<file path="config.mk">
export PLATFORM = sky130hd
export DESIGN_NAME = sram_rmw_adapter
export DESIGN_NICKNAME = d
export VERILOG_FILES = /design/src/rtl/mem_rmw_pkg.sv /design/src/rtl/sram_byte_merge.sv /design/src/rtl/sram_rmw_adapter.sv
export SDC_FILE = /design/constraint.sdc
export NUM_CORES = 1
export LEC_CHECK = 0
export ABC_AREA = 1
export BUFFER_PORTS_ARGS = -buffer_cell sky130_fd_sc_hd__clkbuf_2
export CAP_MARGIN = 15
export CORE_MARGIN = 1
export CORE_UTILIZATION = 42
export DETAILED_ROUTE_END_ITERATION = 8
export GPL_ROUTABILITY_DRIVEN = 0
export HOLD_SLACK_MARGIN = 0.12
export PLACE_DENSITY = 0.81
export SLEW_MARGIN = 20
export SYNTH_ARGS = -nofsm -noshare
export SYNTH_HDL_FRONTEND = slang
export SYNTH_SLANG_ARGS = --single-unit
</file>
<file path="constraint.sdc">
create_clock -name clk_i -period 1.85 [get_ports clk_i]
set_clock_uncertainty 0.1 [all_clocks]
set_input_delay 0.185 -clock clk_i [delete_from_list [all_inputs] [get_ports clk_i]]
set_output_delay 0.185 -clock clk_i [all_outputs]
set_load 0.005 [all_outputs]
</file>
<file path="src/rtl/mem_rmw_pkg.sv">
// Shared types and helpers for the SRAM read-modify-write adapter.
package mem_rmw_pkg;

   typedef enum logic [0:0] {
      IDLE  = 1'b0,
      MERGE = 1'b1
   } state_e;

   typedef enum logic [1:0] {
      OP_READ    = 2'd0,
      OP_FULL_WR = 2'd1,
      OP_NULL_WR = 2'd2,
      OP_PART_WR = 2'd3
   } op_e;

   function automatic int unsigned strb_width(input int unsigned data_width);
      return data_width / 8;
   endfunction

   // Strobe reductions are passed in so the helper stays width-agnostic.
   function automatic op_e classify(input logic we, input logic strb_all, input logic strb_none);
      op_e op;
      if (!we)            op = OP_READ;
      else if (strb_all)  op = OP_FULL_WR;
      else if (strb_none) op = OP_NULL_WR;
      else                op = OP_PART_WR;
      return op;
   endfunction

endpackage

</file>
<file path="src/rtl/sram_byte_merge.sv">
// Combinational byte merge: strobed bytes take new data, the rest keep old data.
module sram_byte_merge #(
   parameter  int unsigned DataWidth = 64,
   localparam int unsigned StrbWidth = DataWidth / 8
) (
   input  logic [DataWidth-1:0] old_data,
   input  logic [DataWidth-1:0] new_data,
   input  logic [StrbWidth-1:0] strb,
   output logic [DataWidth-1:0] merged
);

   always_comb begin
      merged = old_data;
      for (int b = 0; b < int'(StrbWidth); b++) begin
         if (strb[b]) merged[b*8 +: 8] = new_data[b*8 +: 8];
      end
   end

endmodule

</file>
<file path="src/rtl/sram_rmw_adapter.sv">
// Adapts a byte-strobed memory port to an SRAM without byte enables,
// converting partial writes into a two-cycle read-modify-write.
module sram_rmw_adapter
   import mem_rmw_pkg::*;
#(
   parameter  int unsigned AddrWidth = 13,
   parameter  int unsigned DataWidth = 64,
   parameter  int unsigned CntWidth  = 32,
   localparam int unsigned StrbWidth = strb_width(DataWidth)
) (
   input  logic                 clk_i,
   input  logic                 rst_ni,
   input  logic                 req_i,
   output logic                 gnt_o,
   input  logic [AddrWidth-1:0] addr_i,
   input  logic                 we_i,
   input  logic [DataWidth-1:0] wdata_i,
   input  logic [StrbWidth-1:0] strb_i,
   output logic                 rvalid_o,
   output logic [DataWidth-1:0] rdata_o,
   output logic                 sram_req_o,
   output logic                 sram_we_o,
   output logic [AddrWidth-1:0] sram_addr_o,
   output logic [DataWidth-1:0] sram_wdata_o,
   input  logic [DataWidth-1:0] sram_rdata_i,
   output logic [CntWidth-1:0]  rmw_count_o
);

   state_e                 state_q, state_d;
   logic [AddrWidth-1:0]   addr_q;
   logic [DataWidth-1:0]   wdata_q;
   logic [StrbWidth-1:0]   strb_q;
   logic                   rvalid_q, rvalid_d;
   logic                   rd_pend_q, rd_pend_d;
   logic [CntWidth-1:0]    cnt_q;
   logic                   latch_en;
   logic                   rmw_done;
   logic [DataWidth-1:0]   merged;
   op_e                    op;

   sram_byte_merge #(
      .DataWidth (DataWidth)
   ) u_merge (
      .old_data (sram_rdata_i),
      .new_data (wdata_q),
      .strb     (strb_q),
      .merged   (merged)
   );

   assign op = classify(we_i, &strb_i, ~|strb_i);

   // Next state, SRAM command and response scheduling.
   always_comb begin
      state_d      = state_q;
      gnt_o        = 1'b0;
      sram_req_o   = 1'b0;
      sram_we_o    = 1'b0;
      sram_addr_o  = addr_i;
      sram_wdata_o = wdata_i;
      rvalid_d     = 1'b0;
      rd_pend_d    = 1'b0;
      latch_en     = 1'b0;
      rmw_done     = 1'b0;
      case (state_q)
         IDLE: begin
            gnt_o = 1'b1;
            if (req_i) begin
               case (op)
                  OP_READ: begin
                     sram_req_o = 1'b1;
                     rvalid_d   = 1'b1;
                     rd_pend_d  = 1'b1;
                  end
                  OP_FULL_WR: begin
                     sram_req_o = 1'b1;
                     sram_we_o  = 1'b1;
                     rvalid_d   = 1'b1;
                  end
                  OP_NULL_WR: begin
                     rvalid_d = 1'b1;
                  end
                  default: begin
                     sram_req_o = 1'b1;
                     latch_en   = 1'b1;
                     state_d    = MERGE;
                  end
               endcase
            end
         end
         MERGE: begin
            // Old word arrives this cycle; write back the merged word.
            sram_req_o   = 1'b1;
            sram_we_o    = 1'b1;
            sram_addr_o  = addr_q;
            sram_wdata_o = merged;
            rvalid_d     = 1'b1;
            rmw_done     = 1'b1;
            state_d      = IDLE;
         end
         default: state_d = IDLE;
      endcase
   end

   always_ff @(posedge clk_i or negedge rst_ni) begin
      if (!rst_ni) begin
         state_q   <= IDLE;
         addr_q    <= '0;
         wdata_q   <= '0;
         strb_q    <= '0;
         rvalid_q  <= 1'b0;
         rd_pend_q <= 1'b0;
         cnt_q     <= '0;
      end else begin
         state_q   <= state_d;
         rvalid_q  <= rvalid_d;
         rd_pend_q <= rd_pend_d;
         if (latch_en) begin
            addr_q  <= addr_i;
            wdata_q <= wdata_i;
            strb_q  <= strb_i;
         end
         if (rmw_done && (cnt_q != {CntWidth{1'b1}})) cnt_q <= cnt_q + CntWidth'(1);
      end
   end

   // Read data is only presented for read responses; writes return zero.
   assign rvalid_o    = rvalid_q;
   assign rdata_o     = rd_pend_q ? sram_rdata_i : '0;
   assign rmw_count_o = cnt_q;

endmodule

</file>
==> results of run 1 <==
area by class of cell:
class | instances | area, sq um | share of cell area, %
multi-input combinational | 916 | 4175 | 34.89
sequential | 120 | 3015 | 25.20
timing repair buffer | 488 | 3425 | 28.62
inverter | 108 | 425.4 | 3.555
tap | 225 | 281.5 | 2.353
clock buffer | 22 | 474.2 | 3.963
clock inverter | 8 | 168.9 | 1.412
cells in the mapped netlist:
master    instances
nand2_1         528
o21ai_0         135
dfrtp_1         120
nor2_1          115
inv_1           106
nand3_1         103
clkbuf_1         39
buf_2            14
buf_4             7
xor2_1            7
xnor2_1           6
nand4_1           5
nor3_1            4
nor2_2            3
nor2_4            3
buf_1             2
buf_6             2
nand2_2           2
nand3b_1          2
clkbuf_2          1
ha_1              1
inv_2             1
inv_4             1
nand2_4           1
nand2_8           1
how the worst min path moves through the flow:
stage	end	slack, ns	depth (start not counted)
2_1_floorplan	addr_q[0]	-0.21	0
3_3_place_gp	wdata_q[24]	0.05	1
3_5_place_dp	wdata_q[24]	0.05	1
4_1_cts	wdata_q[24]	0.15	2
5_1_grt	wdata_q[28]	0.20	2
6_report	wdata_q[28]	0.15	2
timing repair:
action,4_1_cts,5_1_grt
setup endpoints to repair,65,190
endpoints found under the hold margin,207,0
setup buffers,3,11
cloned,3,7
hold buffers,88,0
gates resized for setup,52,197
pin swaps,0,27
cells by family after synthesis:
logic type                 count (synthesis)  share of synthesized area [%]
and+or+nand+nor                          767                          40.63
xor gates and xnor gates                  13                          1.496
buffers and inverters                    173                          9.357
adders and majority gates                  1                         0.1644
DFF                                      120                          39.47
AOI/OAI and AO/OA                        135                          8.880
power by group through the flow:
stage	logic [mW]	registers [mW]	clock network (mW)
after floorplan	0.924	3.16	0
after global placement	1.63	3.26	0
after detailed placement	1.68	3.27	0
after CTS	1.91	3.24	3.67
after global routing	2.36	3.31	3.82
final	2.16	3.29	3.64
stage by stage:
stage | instance area, sq um | std cells | setup TNS, ns
after floorplan | 7609 | 1209 | 0
after global placement | 9726 | 1748 | 0
after detailed placement | 9726 | 1748 | -0.01035
after CTS | 11400 | 1872 | -0.7324
after global routing | 11970 | 1887 | -4.504
final | 11970 | 1887 | -0.4053
sequential cells by signal (all words and copies together) (netlist names):
register,cells
addr_q,13
rvalid_o,1
state_q,1
rd_pend_q,1
strb_q,8
rmw_count_o,32
wdata_q,64
metal layers:
layer	global-route usage [%]	up-vias	wire length [um]
met5	0	-	0
met4	15.49	0	1836
met3	7.926	177	2967
met2	52.14	723	15140
met1	37.15	4685	11620
li1	-	4635	-
worst max-delay path: stages, from the launching register on:
cell	delay [ns]
dfrtp_2	0.41
buf_12	0.15
clkinv_8	0.07
buf_12	0.13
buf_12	0.15
nand2_2	0.06
o21ai_2	0.07
buf_2	0.15
==> flow_metrics.env, run 1 <==
export IMPL_pwr_share_comb_pct=23.8
export IMPL_setup_viol=26
export IMPL_cp_arrival_ns=1.61
export IMPL_fin_crit_ns=1.891
export IMPL_synth_top_area_share_pct=39.47
export IMPL_rr_worst_depth=9
export IMPL_cts_root_buf="clkbuf_16"
export IMPL_post_route_util_pct=68.46
export IMPL_r2r_end="rmw_count_o[19]"
export IMPL_layout_commonest_cell="nand2_1"
export IMPL_max_freq_mhz=528.7
export IMPL_insertion_delay_ns=0.41
export IMPL_power_mw=9.092
export IMPL_drive_above_1_share_pct=31.71
export IMPL_r2r_slack_ns=0.08
export IMPL_ir_worst_vdd_mv=0.6354
export IMPL_syn_to_final_growth_pct=57.26
export IMPL_fin_nets=1805
export IMPL_hpwl_um=19350
export IMPL_grt_remaining_overflow=0
export IMPL_rsz0062_at_grt="true"
export IMPL_hold_ws_ns=0.1541
export IMPL_grt_use_total_pct=31.20
export IMPL_ys_ff_latch=120
export IMPL_seq_area_frac_synth_pct=39.47
export IMPL_die_w_um=136.6
export IMPL_cts_tree="yes"
export IMPL_synth_cell_types=25
export IMPL_synth_top_area_cell="dfrtp_1"
export IMPL_netlist_area_sq_mm=0.007609
export IMPL_clock_power_share_pct=40.1
export IMPL_sequentialPowerShare_pct=36.1
export IMPL_grt_max_degree=65
export IMPL_synthTopCellsByArea="dfrtp_1, nand2_1, o21ai_0"
export IMPL_vias_per_cell=5.416
export IMPL_vias=10220
export IMPL_p_leak_nw=6.831
export IMPL_dr_pass1_iters=6
export IMPL_r2r_start="rmw_count_o[8]"
export IMPL_dieHeight_um=136.6
export IMPL_fin_ws_ns=-0.04128
export IMPL_port_buffer_count=329
export IMPL_die_area_sq_mm=0.01866
export IMPL_p_int_mw=6.389
export IMPL_numCtsBuffers=17
export IMPL_worstMarginPinSlew_ns=0.4365
export IMPL_fill_cells=1316
export IMPL_status="complete, but fails checks"
export IMPL_drc=0
export IMPL_crit_required_ns=1.56
export IMPL_dp_slack_ns=-0.006045
export IMPL_wirelength_um=31560
export IMPL_antenna_cells=0
export IMPL_io_pins=330
export IMPL_rows=48
export IMPL_clk_path_buf_depth=2
export IMPL_swShare_pct=29.73
export IMPL_layout_common_cells="nand2_1, clkbuf_2, nor2_1"
export IMPL_critPathCapture="sram_wdata_o[1]"
export IMPL_grt_antenna_before_repair=0
export IMPL_p_per_area_mw_per_mm2=759.8
export IMPL_grt_pass1_wl_um=45480
export IMPL_path_max_fanout=7
export IMPL_end_kind="output pin"
export IMPL_cp_startpoint="state_q"
export IMPL_drtIter0Drc=984
export IMPL_cts_sinks=120
export IMPL_hold_viol=0
export IMPL_synth_area_per_cell_sq_um=6.293
export IMPL_htree_levels=4
export IMPL_drv_cap=0
export IMPL_hold_path_class="in2async"
export IMPL_start_util_pct=43.54
export IMPL_wire_per_inst_um=16.73
export IMPL_violations="setup timing"
export IMPL_criticalPathCategory="reg2out"
export IMPL_finalCritPeriodShare_pct=102.2
export IMPL_synth_nets=1363
export IMPL_p_sw_mw=2.703
export IMPL_start_kind="flop"
export IMPL_synth_warnings=0
export IMPL_relSlewSlack_pct=70.90
export IMPL_core_region_area_sq_mm=0.01748
export IMPL_postSynthCellCount=1209
export IMPL_drv_slew=0
export IMPL_first_global_vias=9396
export IMPL_clk_pin_slew_worst_paths_ns=0.05
export IMPL_ant_nets=0
Note: power is estimated with default switching activity, not from simulation.
==> run 2, diff against run 1 <==
Settings changed: SETUP_SLACK_MARGIN set to 0.5.
==> flow_metrics.env, run 2 (synthesis results as in run 1) <==
export IMPL_cts_tree="yes"
export IMPL_grt_antenna_before_repair=0
export IMPL_fill_cells=1224
export IMPL_drv_slew=0
export IMPL_vias=10530
export IMPL_fin_ws_ns=-0.09158
export IMPL_numCtsBuffers=17
export IMPL_multi_input_area_sq_mm=0.004646
export IMPL_drive_above_1_share_pct=40.02
export IMPL_p_per_area_mw_per_mm2=715.7
export IMPL_relSlewSlack_pct=71.23
export IMPL_path_delay_family="buffers and inverters"
export IMPL_p_sw_mw=3.017
export IMPL_placed_area_sq_mm=0.009678
export IMPL_drc=0
export IMPL_fin_crit_ns=1.942
export IMPL_clk_pin_slew_worst_paths_ns=0.06
export IMPL_sequentialPowerShare_pct=34.7
export IMPL_crit_path_cell_trace="buf_6, clkinv_8, buf_12, clkbuf_16, nand2_2, o21ai_1, buf_2"
export IMPL_crit_slowest_cell="dfrtp_2"
export IMPL_hpwl_um=18910
export IMPL_path_max_fanout=8
export IMPL_r2r_start="rmw_count_o[0]"
export IMPL_port_buffer_count=329
export IMPL_largest_register="wdata_q"
export IMPL_ant_nets=0
export IMPL_cp_startpoint="state_q"
export IMPL_hold_path_class="in2async"
export IMPL_clock_power_share_pct=38.0
export IMPL_die_w_um=136.6
export IMPL_grt_remaining_overflow=0
export IMPL_drv_cap=0
export IMPL_wire_per_inst_um=17.88
export IMPL_ir_worst_vdd_mv=0.6619
export IMPL_io_pins=330
export IMPL_finish_instance_area_sq_mm=0.01318
export IMPL_antenna_cells=0
export IMPL_grt_max_degree=87
export IMPL_cts_root_buf="clkbuf_16"
export IMPL_setup_viol=34
export IMPL_post_route_util_pct=75.41
export IMPL_max_freq_mhz=515.0
export IMPL_worst_path_buf_inv=5
export IMPL_core_region_area_sq_mm=0.01748
export IMPL_insertion_delay_ns=0.42
export IMPL_status="complete, but fails checks"
export IMPL_htree_levels=4
export IMPL_drtIter0Drc=1004
export IMPL_end_kind="output pin"
export IMPL_swShare_pct=31.99
export IMPL_violations="setup timing"
export IMPL_largest_reg_flops=64
export IMPL_dr_pass1_iters=5
export IMPL_vias_per_cell=5.443
export IMPL_power_mw=9.432
export IMPL_p_int_mw=6.415
export IMPL_start_kind="flop"
export IMPL_first_global_vias=9616
export IMPL_grt_use_total_pct=32.17
export IMPL_syn_to_final_growth_pct=73.21
export IMPL_wirelength_um=34580
export IMPL_pwr_share_comb_pct=27.3
export IMPL_cts_sinks=120
export IMPL_criticalPathCategory="reg2out"
export IMPL_cp_arrival_ns=1.66
export IMPL_p_leak_nw=7.434
export IMPL_dieHeight_um=136.6
export IMPL_layout_common_cells="nand2_1, clkbuf_2, dfrtp_1"
export IMPL_dp_cells=1741
export IMPL_fin_cells=1934
export IMPL_rows=48
export IMPL_worstMarginPinSlew_ns=0.4315
export IMPL_grt_pass1_wl_um=46640
export IMPL_finalCritPeriodShare_pct=105.0
export IMPL_layout_commonest_cell="nand2_1"
export IMPL_die_area_sq_mm=0.01866
export IMPL_rsz0062_at_grt="true"
export IMPL_crit_required_ns=1.56
export IMPL_register_area_sq_mm=0.003014
export IMPL_start_util_pct=43.54
export IMPL_clk_path_buf_depth=2
export IMPL_hold_viol=0
export IMPL_slowest_delay_ns=0.45
export IMPL_fin_nets=1850
==> run 2: cell types whose count changed in the layout (fill, tap and decap cells not counted), moves of 7 or more <==
cell and change:
nand2_1 -98, nand2_2 +67, nand2_4 +30, o21ai_1 +15, buf_12 +12, nor2_1 -10
buf_4 +8, nor2_2 +8, buf_2 +7, clkbuf_2 -7, o21ai_2 -7
==> run 2: path summary, 6_finish.rpt <==
kind                            slack, ns          endpoint  cells past startpoint
max in group asynchronous            0.91       wdata_q[35]                      3
min in group clk_i                   0.33           state_q                      6
worst max-delay path                -0.09  sram_wdata_o[47]                      7
worst min-delay path                 0.23       wdata_q[31]                      3
worst min register to register       0.37         addr_q[5]                      2
worst max register to register       0.03    rmw_count_o[5]                     12
==> run 2: final cells by class <==
class | instances | area share, %
timing repair buffer | 529 | 31.28
inverter | 108 | 3.313
clock buffer | 17 | 3.228
multi-input combinational | 917 | 35.25
timing repair inverter | 3 | 0.3703
sequential | 120 | 22.87
tap | 225 | 2.136
clock inverter | 15 | 1.548
==> run 2: per-layer routing <==
layer	part of all wire [%]	track usage, %
met5	0	0
met2	50	56.94
met1	36	36.47
met3	8.7	6.407
met4	5.4	16.73
==> run 2: through the flow <==
step | setup slack (ns) | hold WS, ns | setup TNS [ns]
after floorplan | 0.1994 | -0.2106 | 0
after global placement | 0.1926 | -0.09468 | 0
after detailed placement | 0.08810 | -0.09570 | 0
after CTS | -0.04478 | 0.2427 | -0.2720
after global routing | -0.1231 | 0.2616 | -4.190
final | -0.09158 | 0.2319 | -1.366
==> run 2: power groups by stage <==
stage | Clock (mW) | Combinational (mW) | Sequential (mW)
finish | 3.59 | 2.57 | 3.28
global route | 3.71 | 2.79 | 3.30
CTS | 3.59 | 2.08 | 3.24
detailed placement | 0 | 1.70 | 3.26
global placement | 0 | 1.66 | 3.24
floorplan | 0 | 0.949 | 3.16
==> run 2: tightest hold or removal path: cells and delay by family <==
family                 cells  cell delay [ns]
buffers and inverters      3             0.97
==> run 2: repair_timing <==
item                                   CTS  global route
gates resized for setup                159           250
pin swaps                               32            59
setup endpoints to repair              238           291
buffers inserted                        18            27
hold buffers                            89             0
endpoints found under the hold margin  207             0
gates cloned                             7            20
==> run 3, diff against run 2 <==
Settings changed: CTS_BUF_LIST set to sky130_fd_sc_hd__clkbuf_4.
==> flow_metrics.env, run 3 (synthesis results as in run 1) <==
export IMPL_status="complete, but fails checks"
export IMPL_violations="setup timing"
export IMPL_p_leak_nw=7.333
export IMPL_layout_common_cells="nand2_1, clkbuf_2, dfrtp_1"
export IMPL_path_max_fanout=6
export IMPL_p_int_mw=5.143
export IMPL_cts_root_buf="clkbuf_4"
export IMPL_grt_use_total_pct=29.96
export IMPL_fin_nets=1832
export IMPL_rsz0062_at_grt="true"
export IMPL_pwr_share_comb_pct=31.5
export IMPL_sequentialPowerShare_pct=40.9
export IMPL_die_w_um=136.6
export IMPL_clk_path_buf_depth=2
export IMPL_wire_per_inst_um=17.87
export IMPL_htree_levels=4
export IMPL_largest_register="wdata_q"
export IMPL_drv_slew=0
export IMPL_cts_tree="yes"
export IMPL_grt_antenna_before_repair=3
export IMPL_hold_viol=0
export IMPL_fin_crit_ns=2.097
export IMPL_finalCritPeriodShare_pct=113.4
export IMPL_start_kind="flop"
export IMPL_io_pins=330
export IMPL_dieHeight_um=136.6
export IMPL_first_global_vias=9023
export IMPL_dr_pass1_iters=5
export IMPL_grt_max_degree=87
export IMPL_end_kind="output pin"
export IMPL_setup_viol=102
export IMPL_grt_remaining_overflow=0
export IMPL_cp_arrival_ns=1.81
export IMPL_numCtsBuffers=17
export IMPL_drv_cap=0
export IMPL_swShare_pct=35.53
export IMPL_vias=10590
export IMPL_hold_path_class="in2reg"
export IMPL_criticalPathCategory="reg2out"
export IMPL_port_buffer_count=329
export IMPL_wirelength_um=34290
export IMPL_worstMarginPinSlew_ns=0.4212
export IMPL_ir_worst_vdd_mv=0.4113
export IMPL_post_route_util_pct=72.77
export IMPL_rows=48
export IMPL_cts_sinks=120
export IMPL_drtIter0Drc=998
export IMPL_grt_pass1_wl_um=43400
export IMPL_min_delay_path_depth=6
export IMPL_syn_to_final_growth_pct=67.14
export IMPL_hpwl_um=18910
export IMPL_crit_required_ns=1.56
export IMPL_drc=0
export IMPL_clock_power_share_pct=27.6
export IMPL_core_region_area_sq_mm=0.01748
export IMPL_rr_worst_depth=10
export IMPL_ant_nets=0
export IMPL_fin_ws_ns=-0.2473
export IMPL_largest_reg_flops=64
export IMPL_p_sw_mw=2.834
export IMPL_max_freq_mhz=476.8
export IMPL_start_util_pct=43.54
export IMPL_die_area_sq_mm=0.01866
export IMPL_power_mw=7.978
export IMPL_relSlewSlack_pct=71.92
export IMPL_drive_above_1_share_pct=40.80
export IMPL_p_per_area_mw_per_mm2=627.3
export IMPL_vias_per_cell=5.518
export IMPL_layout_commonest_cell="nand2_1"
export IMPL_insertion_delay_ns=0.53
export IMPL_clk_pin_slew_worst_paths_ns=0.12
-- run 3: cell count changes in the layout (fill, tap and decap cells not counted), moves of 30 or more --
| cell | previous run | this run |
|---|---|---|
| inv_1 | 94 | 46 |
| inv_2 | 11 | 59 |
| buf_2 | 53 | 11 |
| nand2_2 | 96 | 56 |
| nand2_4 | 38 | 70 |
| clkbuf_2 | 273 | 303 |
-- run 3: layout make-up --
| class | count | area, sq um |
|---|---|---|
| fill | 1244 | 4760 |
| multi-input combinational | 916 | 4674 |
| timing repair buffer | 515 | 3968 |
| sequential | 120 | 3015 |
| inverter | 108 | 439.2 |
| tap | 225 | 281.5 |
| clock inverter | 15 | 203.9 |
| clock buffer | 17 | 127.6 |
| antenna | 3 | 7.507 |
-- run 3: power groups by stage --
stage	clock network (mW)	logic (mW)	registers [mW]
6_report	2.20	2.51	3.27
5_1_grt	2.35	2.70	3.30
4_1_cts	2.22	1.96	3.23
3_5_place_dp	0	1.70	3.26
3_3_place_gp	0	1.66	3.24
2_1_floorplan	0	0.949	3.16
-- run 3: routing by layer --
metal  GRT usage (%)  routed length [um]  vias to the layer above
li1                -                   -                     4718
met1           35.38               11920                     4891
met2           51.21               16500                      772
met3           5.963                3508                      208
met4           15.80                2362                        0
met5               0                   0                        -
-- run 3: path summary, 6_finish.rpt --
check	startpoint	to	slack, ns
min in group asynchronous	rst_ni	wdata_q[35]	0.51
worst min-delay path	we_i	state_q	0.18
worst min register to register	addr_q[5]	addr_q[5]	0.39
max in group asynchronous	rst_ni	rvalid_o	0.46
worst max-delay path	state_q	sram_wdata_o[47]	-0.25
worst max register to register	rmw_count_o[8]	rmw_count_o[12]	0.03
-- run 3: per-stage QoR --
step           setup TNS [ns]  setup WS (ns)  hold slack [ns]  cells  instance area [sq um]
2_1_floorplan               0         0.1994          -0.2106   1209                   7639
3_3_place_gp                0         0.1926         -0.09468   1741                   9678
3_5_place_dp                0        0.08810         -0.09570   1741                   9678
4_1_cts                -10.52        -0.2104           0.1716   1867                  11200
5_1_grt                -25.71        -0.3512           0.1439   1919                  12720
6_report               -11.80        -0.2473           0.1751   1919                  12720
-- run 3: worst max-delay path: stages, from the launching register on --
cell and delay, ns:
dfrtp_2 0.52, clkinv_4 0.16, buf_12 0.16, clkbuf_16 0.17
nand2_1 0.08, o21ai_1 0.07, clkbuf_2 0.11
-- run 3: repair_timing --
action	CTS	global route
gates resized for setup	113	318
setup buffers	3	28
endpoints found under the setup margin	249	386
hold endpoints to repair	207	0
cloned	2	21
pin swaps	18	86
hold buffers	89	0
